**src/rtl/mem_bist_pkg.sv**
```systemverilog
// mem_bist_pkg: shared constants for the memory BIST sequencer.
// Holds default widths, the FSM state encoding and the expected run length.
package mem_bist_pkg;

    localparam int ADDR_W_DEF  = 5;
    localparam int DATA_W_DEF  = 8;

    // Cycles spent with busy high: four 32-entry sweeps plus two drain cycles.
    localparam int BUSY_CYCLES = 130;

    localparam int STATE_W = 3;

    localparam logic [2:0] ST_IDLE     = 3'd0;
    localparam logic [2:0] ST_CLR_WR   = 3'd1;
    localparam logic [2:0] ST_CLR_RD   = 3'd2;
    localparam logic [2:0] ST_CLR_DRAIN = 3'd3;
    localparam logic [2:0] ST_DA_WR    = 3'd4;
    localparam logic [2:0] ST_DA_RD    = 3'd5;
    localparam logic [2:0] ST_DA_DRAIN = 3'd6;
    localparam logic [2:0] ST_FIN      = 3'd7;

    // A run is in progress in every state except IDLE and FIN.
    function automatic logic is_busy_state(input logic [2:0] s);
        return (s != ST_IDLE) && (s != ST_FIN);
    endfunction

endpackage

```
**src/rtl/mem_bist_checker.sv**
```systemverilog
// mem_bist_checker: read-compare pipeline and mismatch accumulator.
// Each read strobe registers the expected value; the compare happens the
// following cycle when the memory presents its data.
// Optional first-failure log is built when MEM_BIST_FAIL_LOG_EN is defined.
module mem_bist_checker
    import mem_bist_pkg::*;
#(
    parameter int ADDR_W = ADDR_W_DEF,
    parameter int DATA_W = DATA_W_DEF
) (
    input  logic              clk,
    input  logic              reset,
    input  logic              clr_i,
    input  logic              rd_i,
    input  logic [DATA_W-1:0] exp_i,
    input  logic [DATA_W-1:0] mem_data_out_i,
`ifdef MEM_BIST_FAIL_LOG_EN
    input  logic [ADDR_W-1:0] addr_i,
    output logic              fail_valid_o,
    output logic [ADDR_W-1:0] fail_addr_o,
    output logic [DATA_W-1:0] fail_exp_o,
    output logic [DATA_W-1:0] fail_act_o,
`endif
    output logic [ADDR_W+1:0] err_count_o,
    output logic [ADDR_W+1:0] err_next_o
);

    logic              chk_valid_q;
    logic [DATA_W-1:0] chk_exp_q;
    logic [ADDR_W+1:0] err_q;
    logic              mismatch;

    // Four-state compare so that X/Z read data is treated as a failure.
    always_comb begin
        mismatch   = chk_valid_q && (mem_data_out_i !== chk_exp_q);
        err_next_o = err_q + {{(ADDR_W+1){1'b0}}, mismatch};
    end

    assign err_count_o = err_q;

    // Compare pipeline stage: remember that a read was issued and what it should return.
    always_ff @(posedge clk) begin
        if (reset) begin
            chk_valid_q <= 1'b0;
            chk_exp_q   <= '0;
        end else begin
            chk_valid_q <= rd_i;
            chk_exp_q   <= exp_i;
        end
    end

    // Mismatch accumulator, cleared at reset and when a new run is accepted.
    always_ff @(posedge clk) begin
        if (reset || clr_i) begin
            err_q <= '0;
        end else begin
            err_q <= err_next_o;
        end
    end

`ifdef MEM_BIST_FAIL_LOG_EN
    logic [ADDR_W-1:0] chk_addr_q;
    logic              fail_valid_q;
    logic [ADDR_W-1:0] fail_addr_q;
    logic [DATA_W-1:0] fail_exp_q;
    logic [DATA_W-1:0] fail_act_q;

    // Address that goes with the pending compare.
    always_ff @(posedge clk) begin
        if (reset) begin
            chk_addr_q <= '0;
        end else begin
            chk_addr_q <= addr_i;
        end
    end

    // Capture only the first mismatch of a run; held until next start or reset.
    always_ff @(posedge clk) begin
        if (reset || clr_i) begin
            fail_valid_q <= 1'b0;
            fail_addr_q  <= '0;
            fail_exp_q   <= '0;
            fail_act_q   <= '0;
        end else if (mismatch && !fail_valid_q) begin
            fail_valid_q <= 1'b1;
            fail_addr_q  <= chk_addr_q;
            fail_exp_q   <= chk_exp_q;
            fail_act_q   <= mem_data_out_i;
        end
    end

    assign fail_valid_o = fail_valid_q;
    assign fail_addr_o  = fail_addr_q;
    assign fail_exp_o   = fail_exp_q;
    assign fail_act_o   = fail_act_q;
`endif

endmodule

```
**src/rtl/mem_bist_ctrl.sv**
```systemverilog
// mem_bist_ctrl: two-phase memory BIST sequencer (clear test, then
// data=address test) driving a synchronous single-port memory.
// Optional feature macro: MEM_BIST_FAIL_LOG_EN adds the first-failure log ports.
// Handshake: start is a level sampled only in IDLE; done is a one-cycle pulse
// in FIN, and pass/err_count are valid from done until the next accepted start.
module mem_bist_ctrl
    import mem_bist_pkg::*;
#(
    parameter int ADDR_W = ADDR_W_DEF,
    parameter int DATA_W = DATA_W_DEF
) (
    input  logic               clk,
    input  logic               reset,
    input  logic               start,
    output logic               busy,
    output logic               done,
    output logic               pass,
    output logic [ADDR_W+1:0]  err_count,
    output logic [ADDR_W-1:0]  mem_addr,
    output logic [DATA_W-1:0]  mem_data_in,
    output logic               mem_write,
    output logic               mem_read,
    input  logic [DATA_W-1:0]  mem_data_out,
`ifdef MEM_BIST_FAIL_LOG_EN
    output logic               fail_valid,
    output logic [ADDR_W-1:0]  fail_addr,
    output logic [DATA_W-1:0]  fail_exp,
    output logic [DATA_W-1:0]  fail_act,
`endif
    output logic [STATE_W-1:0] dbg_state_o
);

    logic [2:0]        state_q, state_d;
    logic [ADDR_W-1:0] addr_q, addr_d;
    logic              pass_q, pass_d;
    logic              addr_last;
    logic              start_acc;
    logic [DATA_W-1:0] addr_ext;
    logic [DATA_W-1:0] exp_data;
    logic [ADDR_W+1:0] err_next;

    // Terminal count on the address counter marks the end of each sweep.
    always_comb begin
        addr_last = (addr_q == {ADDR_W{1'b1}});
        start_acc = (state_q == ST_IDLE) && start;
        addr_ext  = DATA_W'(addr_q);
    end

    // Next-state, address counter and pass flag.
    always_comb begin
        state_d = state_q;
        addr_d  = addr_q;
        pass_d  = pass_q;
        case (state_q)
            ST_IDLE: begin
                addr_d = '0;
                if (start) begin
                    state_d = ST_CLR_WR;
                    pass_d  = 1'b0;
                end
            end
            ST_CLR_WR, ST_CLR_RD, ST_DA_WR, ST_DA_RD: begin
                if (addr_last) begin
                    addr_d = '0;
                    case (state_q)
                        ST_CLR_WR: state_d = ST_CLR_RD;
                        ST_CLR_RD: state_d = ST_CLR_DRAIN;
                        ST_DA_WR:  state_d = ST_DA_RD;
                        default:   state_d = ST_DA_DRAIN;
                    endcase
                end else begin
                    addr_d = addr_q + 1'b1;
                end
            end
            ST_CLR_DRAIN: state_d = ST_DA_WR;
            ST_DA_DRAIN: begin
                // The last compare resolves this cycle, so err_next is the final count.
                state_d = ST_FIN;
                pass_d  = (err_next == '0);
            end
            ST_FIN:  state_d = ST_IDLE;
            default: state_d = ST_IDLE;
        endcase
    end

    // State registers with synchronous reset.
    always_ff @(posedge clk) begin
        if (reset) begin
            state_q <= ST_IDLE;
            addr_q  <= '0;
            pass_q  <= 1'b0;
        end else begin
            state_q <= state_d;
            addr_q  <= addr_d;
            pass_q  <= pass_d;
        end
    end

    // Memory strobes and status decoded from the registered state.
    always_comb begin
        mem_write   = (state_q == ST_CLR_WR) || (state_q == ST_DA_WR);
        mem_read    = (state_q == ST_CLR_RD) || (state_q == ST_DA_RD);
        mem_addr    = addr_q;
        mem_data_in = (state_q == ST_DA_WR) ? addr_ext : '0;
        exp_data    = (state_q == ST_DA_RD) ? addr_ext : '0;
        busy        = is_busy_state(state_q);
        done        = (state_q == ST_FIN);
        pass        = pass_q;
        dbg_state_o = state_q;
    end

    mem_bist_checker #(
        .ADDR_W (ADDR_W),
        .DATA_W (DATA_W)
    ) u_checker (
        .clk            (clk),
        .reset          (reset),
        .clr_i          (start_acc),
        .rd_i           (mem_read),
        .exp_i          (exp_data),
        .mem_data_out_i (mem_data_out),
`ifdef MEM_BIST_FAIL_LOG_EN
        .addr_i         (addr_q),
        .fail_valid_o   (fail_valid),
        .fail_addr_o    (fail_addr),
        .fail_exp_o     (fail_exp),
        .fail_act_o     (fail_act),
`endif
        .err_count_o    (err_count),
        .err_next_o     (err_next)
    );

endmodule

```
**config.mk**
```make
export PLATFORM = sky130hd
export DESIGN_NAME = mem_bist_ctrl
export DESIGN_NICKNAME = d
export VERILOG_FILES = /design/src/rtl/mem_bist_pkg.sv /design/src/rtl/mem_bist_checker.sv /design/src/rtl/mem_bist_ctrl.sv
export SDC_FILE = /design/constraint.sdc
export NUM_CORES = 1
export LEC_CHECK = 0
export CAP_MARGIN = 20
export CELL_PAD_IN_SITES_DETAIL_PLACEMENT = 0
export CELL_PAD_IN_SITES_GLOBAL_PLACEMENT = 1
export CORE_ASPECT_RATIO = 1.5
export CORE_MARGIN = 2
export CORE_UTILIZATION = 44
export DETAILED_ROUTE_END_ITERATION = 8
export DONT_BUFFER_PORTS = 1
export PLACE_DENSITY = 0.76
export SLEW_MARGIN = 20
export SYNTH_ARGS = -nofsm -noshare
export SYNTH_HDL_FRONTEND = slang
export SYNTH_SLANG_ARGS = --single-unit
```
**constraint.sdc**
```tcl
create_clock -name clk -period 2.8 [get_ports clk]
set_input_delay 0.28 -clock clk [delete_from_list [all_inputs] [get_ports clk]]
set_output_delay 0.28 -clock clk [all_outputs]
set_load 0.1 [all_outputs]
```
* Word level (Yosys, flattened, before mapping)
Index checks and enable logic that the tools add are counted.
Word-level totals: bits in registers 25, bits of input ports 11, output and inout bits 28, word-level logic and storage cells 46
Operators by class: add/subtract/negate cells 2, equal/unequal tests 12, muxes and demuxes 9, bitwise logic cells 1, reductions and logical operators 15
Operators by type and width (count):
- 3-bit one-hot mux with 5 select lines | 1
- 3-bit equality test (second input constant) | 4
- 5-bit 2-to-1 mux | 2
- 5-bit one-hot mux with 2 select lines | 1
- 3-bit one-hot mux with 3 select lines | 1
- 8-bit !== test | 1
- 7-bit by 1-bit adder with 7-bit output | 1
- 7-bit logical NOT | 1
- 3-bit by 2-bit equality test with 1-bit output (second input constant) | 2
- 3-bit 2-to-1 mux | 2
- 5-bit by 1-bit adder with 5-bit output (second input constant) | 1
- 5-bit equality test (second input constant) | 1
- 2-bit inequality test (second input constant) | 2
- 2-bit AND reduction | 2
- 2-bit nonzero test | 2
- 4-bit OR reduction | 1
- 3-bit by 1-bit equality test with 1-bit output (second input constant) | 1
- 1-bit logical AND | 3
- 3-bit logical NOT | 1
- 1-bit logical OR | 3
- 3-bit inequality test (second input constant) | 1
- 3-bit nonzero test | 1
- 1-bit one-hot mux with 2 select lines | 1
- 2-bit OR reduction | 1
- 2 further kinds | 2

* Logic depth before layout (Yosys ltp)
depth after elaboration 5, mapped depth 9, gate-level depth less buffers 9

* Cells and area by module
A second synthesis with hierarchy kept.
Second synthesis, totals: cell total of the unflattened synthesis 152, area total of the unflattened synthesis 1342.5 um^2
By module, submodules not included:
- mem_bist_ctrl | instances 1, cells each 90, area each 694.4 um^2, sequential area each 180.2 um^2
- mem_bist_checker | instances 1, cells each 62, area each 648.1 um^2, sequential area each 320.3 um^2

* Worst setup path after synthesis
No wires, ideal clock.
path kind reg2out, start point register state_q[1] (netlist: dbg_state_o[1]), end point output busy, arrival time 3.080 ns, required time 2.520 ns, path slack -0.560 ns, stages on the path, launching flop included 5, path buffers 2, path through dfxtp_1 buf_4 buf_2 and3_1 nor2_1
Between the ends: cells in the longest elaborated chain, start to end 2, elaborated cells between the ends (all ways) 3, those cells by class 1 x eq/ne; 2 x reduce/logical
Ends and longest elaborated chain:
- from (decl) | RTL line mem_bist_ctrl.sv:33 | logic [2:0] state_q, state_d;
- from (signal assigned) | RTL line mem_bist_ctrl.sv:93 | state_q <= state_d;
- 3-bit inequality test / 3-bit nonzero test (equally long branches) | RTL line mem_bist_pkg.sv:24 | return (s != ST_IDLE) && (s != ST_FIN);
- 1-bit logical AND * | RTL line mem_bist_pkg.sv:24
- to (decl) | RTL line mem_bist_ctrl.sv:15 | output logic busy,
Mark *: on every way between the ends. The rest lies on a longest branch, timed or not.

* Worst setup path in the final report
start point register u_checker.chk_exp_q[4], end point register pass_q (netlist: pass)
Between the ends: cells in the longest elaborated chain, start to end 5
Ends and longest elaborated chain:
- from (decl) | RTL line mem_bist_checker.sv:29 | logic [DATA_W-1:0] chk_exp_q;
- from (signal assigned) | RTL line mem_bist_checker.sv:48 | chk_exp_q <= exp_i;
- 8-bit !== test | RTL line mem_bist_checker.sv:35 | mismatch = chk_valid_q && (mem_data_out_i !== chk_exp_q);
- 1-bit logical AND | RTL line mem_bist_checker.sv:35
- 7-bit by 1-bit adder with 7-bit output | RTL line mem_bist_checker.sv:36 | err_next_o = err_q + {{(ADDR_W+1){1'b0}}, mismatch};
- named net err_next[1] | RTL line mem_bist_ctrl.sv:40 | logic [ADDR_W+1:0] err_next;
- 7-bit logical NOT | RTL line mem_bist_ctrl.sv:79 | pass_d = (err_next == '0);
- 1-bit one-hot mux with 2 select lines | RTL line mem_bist_ctrl.sv:54 | case (state_q)
- to (signal assigned) | RTL line mem_bist_ctrl.sv:95 | pass_q <= pass_d;
- to (decl) | RTL line mem_bist_ctrl.sv:35 | logic pass_q, pass_d;
The timed path passes the listed nets, and every way through them passes these cells. A chain may end at the register's enable or synchronous reset.

==> summary.md <==
| Metric | Value |
|---|---|
| Final setup margin | `0.699 ns` |
| Average size of a mapped cell | `8.54 um^2` |
| Clock transition at path regs | `0.08 ns` |
| Clk Latency, worst-skew pair | `0.25 ns` |
| Die Span Y | `67.4 um` |
| Synthesis-stage register bit count | `22` |
| Pwr Density | `413 nW/um^2` |
| Avg Vias per Cell | `4.92` |
| Critical path's slowest cell | `dfxtp_1` |
| First-pass GRT wire length | `3880 um` |
| Slew Limit Fails | `0` |
| Fmax achieved | `476 MHz` |
| GRT Total Usage | `16.5%` |
| N_diodes | `0` |
| Vias | `975` |
| Cells along the critical path | `xor2_1 -> nor4_1 -> a21boi_0 -> ha_1 -> ha_1 -> nor2_1 -> nor4b_2 -> nand3_1 -> o31ai_2` |
| CTS tree | `done` |
| Initial antenna violation count | `0` |
| Worst r2r src | `u_checker.chk_exp_q[4]$_SDFF_PP0_` |
| Post-synth EDFFs | `0` |
| Leak | `0.636 nW` |
| Synthesized cell area | `1180 um^2` |
| DIE AREA | `3120 um^2` |
| Hold path depth | `1` |
| PortBufs | `0` |
| Status | `finished clean` |
| Fin Clk Skew | `0.00323 ns` |
| RD Place Congestion | `0.783` |
| Startpoint Class | `register` |
| Top cells by area, synth | `dfxtp_1 (37%), nor2_1 (6.7%), xor2_1 (6.7%)` |
| Final nets | `177` |
| Remaining Overflow, GRT | `0` |
| Num Clock Sinks | `22` |
| Peak VDD IR | `0.249 mV` |
| Worst Hold Class | `in -> reg` |
| Root Buffer | `clkbuf_8` |
| I/O pin total | `39` |
| Htree depth | `1` |
| Hold_ws | `0.0827 ns` |
| Die Width | `46.3 um` |
| CP Capture Type | `register` |
| Area Growth Syn to Fin | `27.8%` |
| Crit path top cell by count | `ha_1` |
| Bufs on Longest Clock Path | `2` |
| Fraction of layout cells with a size suffix above 1 | `25.5%` |
| Final setup violation count | `0` |
| Synth area leader | `dfxtp_1` |
| 1st-pass router iterations | `4` |
| Crit path largest cell delay | `0.32 ns` |
| Postcts setup bufs | `0` |
| Final Hold Viols | `0` |
| CP Data Required Time | `2.97 ns` |
| Worst flop-to-flop path endpoint | `pass$_SDFFE_PP0P_` |
| Setup Crit Path Kind | `reg -> reg` |
| Routed wire length | `2390 um` |
| Hold Path End | `dbg_state_o[1]$_SDFFE_PP0P_` |
| Total CTS buffers | `3` |
| CTS Hold Buffers Added | `0` |
| Starting Density | `45.0%` |
| Final Cycle Share | `75.0%` |
| Largest net degree at the start of global routing | `15` |
| Share of async-settable or async-resettable flops after synthesis | `0%` |
| Post_cts resized | `0` |
| Post-synth top cells | `dfxtp_1 (22), nor2_1 (21), and2_1 (10), a21oi_1 (9), xor2_1 (9)` |
| Top-count cell post-synth | `dfxtp_1` |
| HPWL after DPL | `1930 um` |
| Post-synthesis sequential area ratio | `37.4%` |
| Core Box Area | `2620 um^2` |
| Tmin final | `2.10 ns` |
| Max Cap Viol | `0` |
| Setup TNS Final | `0 ns` |
| Setup WS pre-CTS | `0.678 ns` |
| Vias in the first global route | `887` |
| Syn Inst Count | `138` |
| Yosys warning count | `0` |
| Unrepaired setup endpoints after global routing | `false` |
| Initial DRC count | `11` |
| CP max FO | `4` |
| DRC | `0` |
| CP Data Arrival Time | `2.27 ns` |
| Total power | `0.000622 W` |
| Synth Flop Type | `dfxtp_1` |
| Top cell type's share of synthesized area | `37.4%` |
| Row cnt | `23` |
| Number of cells on the worst reg-to-reg path | `9` |
| Setup slack, reg-to-reg | `0.70 ns` |
| Antenna Nets Post-Route | `0` |
| Min-delay src | `reset` |
| Synth unique cells | `39` |
| Avg WL per Cell | `12.0 um` |
[cell usage in the layout (no fill, tap or decap), types with 2 or more instances in the layout]
cell type,synthesis,layout
and2_1,10,10
nand2b_1,3,3
nand2_1,6,6
and3_1,2,2
inv_1,3,3
nand3_1,4,4
nor3_1,3,3
dfxtp_1,22,21
nor3b_1,2,2
buf_12,0,6
nor4_1,2,2
buf_4,4,19
ha_1,4,4
conb_1,1,3
nor2b_1,4,4
mux2i_1,3,3
nor2_1,21,20
xor2_1,9,9
a21oi_1,9,8
a31oi_1,2,2
o21ai_1,4,3
clkbuf_8,0,4
[cell type report]
class / instances / area (um^2)
inverters: 4 / 15.0
multi-input cells: 106 / 686
clock buffers: 4 / 55.1
well taps: 37 / 46.3
repair buffers: 25 / 263
flip-flops and latches: 22 / 442
fillers: 246 / 1110
[critical path: cells and delay by family (launching register included)]
kind	cells	cell delay [ns]
and+or+nand+nor	4	0.65
DFF	1	0.32
AOI/OAI and AO/OA	2	0.35
xor gates and xnor gates	1	0.15
adders and majority gates	2	0.55
[report_power, final]
part | internal, W | total, W | switching, W
registers | 0.000315 | 0.000318 | 0.00000362
clock network | 0.000125 | 0.000221 | 0.0000956
logic | 0.0000189 | 0.0000829 | 0.0000639
[per-stage QoR]
| step | utilization (%) | area [um^2] | instances |
|---|---|---|---|
| 2_1_floorplan | - | 1200 | 140 |
| 3_3_place_gp | 55.4 | 1450 | 194 |
| 3_5_place_dp | 55.4 | 1450 | 194 |
| 4_1_cts | 57.5 | 1510 | 198 |
| 5_1_grt | 57.5 | 1510 | 198 |
| 6_report | 57.5 | 1510 | 198 |
[flip-flops by register name, summed over array words and instances, names as in the netlist]
name	flops
mem_addr	5
dbg_state_o	3
pass	1
u_checker.chk_valid_q	1
u_checker.chk_exp_q	5
u_checker.err_count_o	7
[how the worst max path moves through the flow]
stage / startpoint / endpoint / slack [ns] / cells past startpoint
3_5_place_dp: u_checker.chk_exp_q[4]$_SDFF_PP0_ / pass$_SDFFE_PP0P_ / 0.68 / 9
6_report: u_checker.chk_exp_q[4]$_SDFF_PP0_ / pass$_SDFFE_PP0P_ / 0.70 / 9
5_1_grt: u_checker.chk_exp_q[4]$_SDFF_PP0_ / pass$_SDFFE_PP0P_ / 0.49 / 9
3_3_place_gp: u_checker.chk_exp_q[3]$_SDFF_PP0_ / pass$_SDFFE_PP0P_ / 0.76 / 9
2_1_floorplan: dbg_state_o[1]$_SDFFE_PP0P_ / busy / -0.21 / 4
4_1_cts: u_checker.chk_exp_q[4]$_SDFF_PP0_ / pass$_SDFFE_PP0P_ / 0.64 / 9
[routing by layer]
| layer | vias up | part of all wire, % | GRT usage [%] |
|---|---|---|---|
| met5 | - | 0 | 0 |
| met4 | 0 | 1.0 | 5.36 |
| met3 | 2 | 2.4 | 1.60 |
| met2 | 15 | 54 | 28.6 |
| met1 | 451 | 43 | 20.7 |
| li1 | 507 | - | - |
[cells by family after synthesis]
logic type	after synthesis	share of synthesized area, %
other	1	0.318
buffers and inverters	12	5.94
AOI/OAI and AO/OA	22	11.9
and+or+nand+nor	64	30.3
xor gates and xnor gates	10	7.43
muxes	3	2.55
adders and majority gates	4	4.25
DFF	22	37.4
Note: power is estimated with default switching activity, not from simulation.
==> edit, RTL diff (same settings) <==
Change the package constant `ADDR_W_DEF` from 5 to 6.
--- a/src/rtl/mem_bist_pkg.sv
+++ b/src/rtl/mem_bist_pkg.sv
@@ -4,3 +4,3 @@
 
-    localparam int ADDR_W_DEF  = 5;
+    localparam int ADDR_W_DEF  = 6;
     localparam int DATA_W_DEF  = 8;
Interface: changed (resized err_count and mem_addr); port bits go from 39 to 41. No check against the original RTL was run, so the function may have changed too.
==> edit against the unedited design <==
Sequential share of layout area up 1.3 points; sequential cell count up 3; synthesized area up 11%; count of clock-buffer cells in the layout down 1; wire length up 19%; worst setup slack worse by 120 ps; global-route usage up 1.0 points; hold slack worse by 13 ps; non-clock buffer count up 3; final area up 8.6%; critical path depth up 2.
Power is not compared: it rests on default switching activity, and its combinational part moved more than twofold at a synthesized area within 25%.
==> edit: results (changes against the unedited design) <==
Area contributors post-synth dfxtp_1 38%, xor2_1 6.0%, nor2_1 5.5%; hold slack 69.9 ps (-12.9 ps); max reg flops 8 (+1); final cell count without fillers 212 (+7.1%); Min-Delay Endpoint mem_addr[2]; Vias/cell 5.22 (+6.0%); sequential element share of the synthesized area 0.384 (+0.00984); pre-CTS setup slack 585 ps (-92.7 ps); Mapped Cells 149 (+8.0%); commonest cells in the netlist 25 x dfxtp_1, 19 x nor2_1, 11 x nand2_1; Clock Sinks 25 (+14%); Die ar. 3430 sq um (+9.9%); met2 WL 1610 um (+25%); fraction of area in multi-input gates 0.453 (-0.00221); Worst R2R Setup Slack 580 ps (-120 ps); RR Startpoint u_checker.chk_exp_q[1]; Layout Skew 1.96 ps (-1.27 ps); largest net degree at the start of global routing 16 (+1); inverters 3 (-1); M1 wire length 986 um (-3.2%); register area 500 sq um (+13%); status completed; placer congestion estimate 0.770 (-1.6%); met3 wire length 236 um (+310%); nets@finish 188 (+6.2%); Multi-input comb cells 113 (+6.6%); GR Util met2 0.332 (+0.0453); P&R area growth vs syn 25.3%; Non-clock buffers 28 (+12%); first-pass GRT wire length 4820 um (+24%); WL/cell 13.4 um (+12%); crit-path max FO 6 (+2); GRT Total Usage 0.175 (+0.0102); initial drt markers 30 (+19)
## edit: cells by family (layout without fill, tap and decap cells)
kind of cell,Yosys count,after routing,synth area share
XOR/XNOR,14,14,0.0940
adder cells (fa/ha/maj),3,3,0.0288
other,1,2,0.00287
buffers and inverters,12,35,0.0585
AO/OA/AOI/OAI,25,25,0.144
AND/OR/NAND/NOR,69,69,0.289
flip-flops,25,25,0.384
## edit: power groups by stage
| stage | sequential, uW | combinational (uW) | clock, uW |
|---|---|---|---|
| 2_1_floorplan | 596 | 511 | 0 |
| 3_3_place_gp | 438 | 762 | 0 |
| 3_5_place_dp | 440 | 770 | 0 |
| 4_1_cts | 432 | 769 | 222 |
| 5_1_grt | 438 | 813 | 236 |
| 6_report | 433 | 767 | 214 |
## edit: worst register-to-register path, cell delays in order (launching register included)
cell,delay [ps]
dfxtp_1,320
xor2_1,160
nor3_1,140
nand3_1,100
o41a_1,320
ha_1,220
ha_1,220
and2_1,220
nand3_1,100
o21ai_0,80
a31oi_1,160
o21ai_1,80
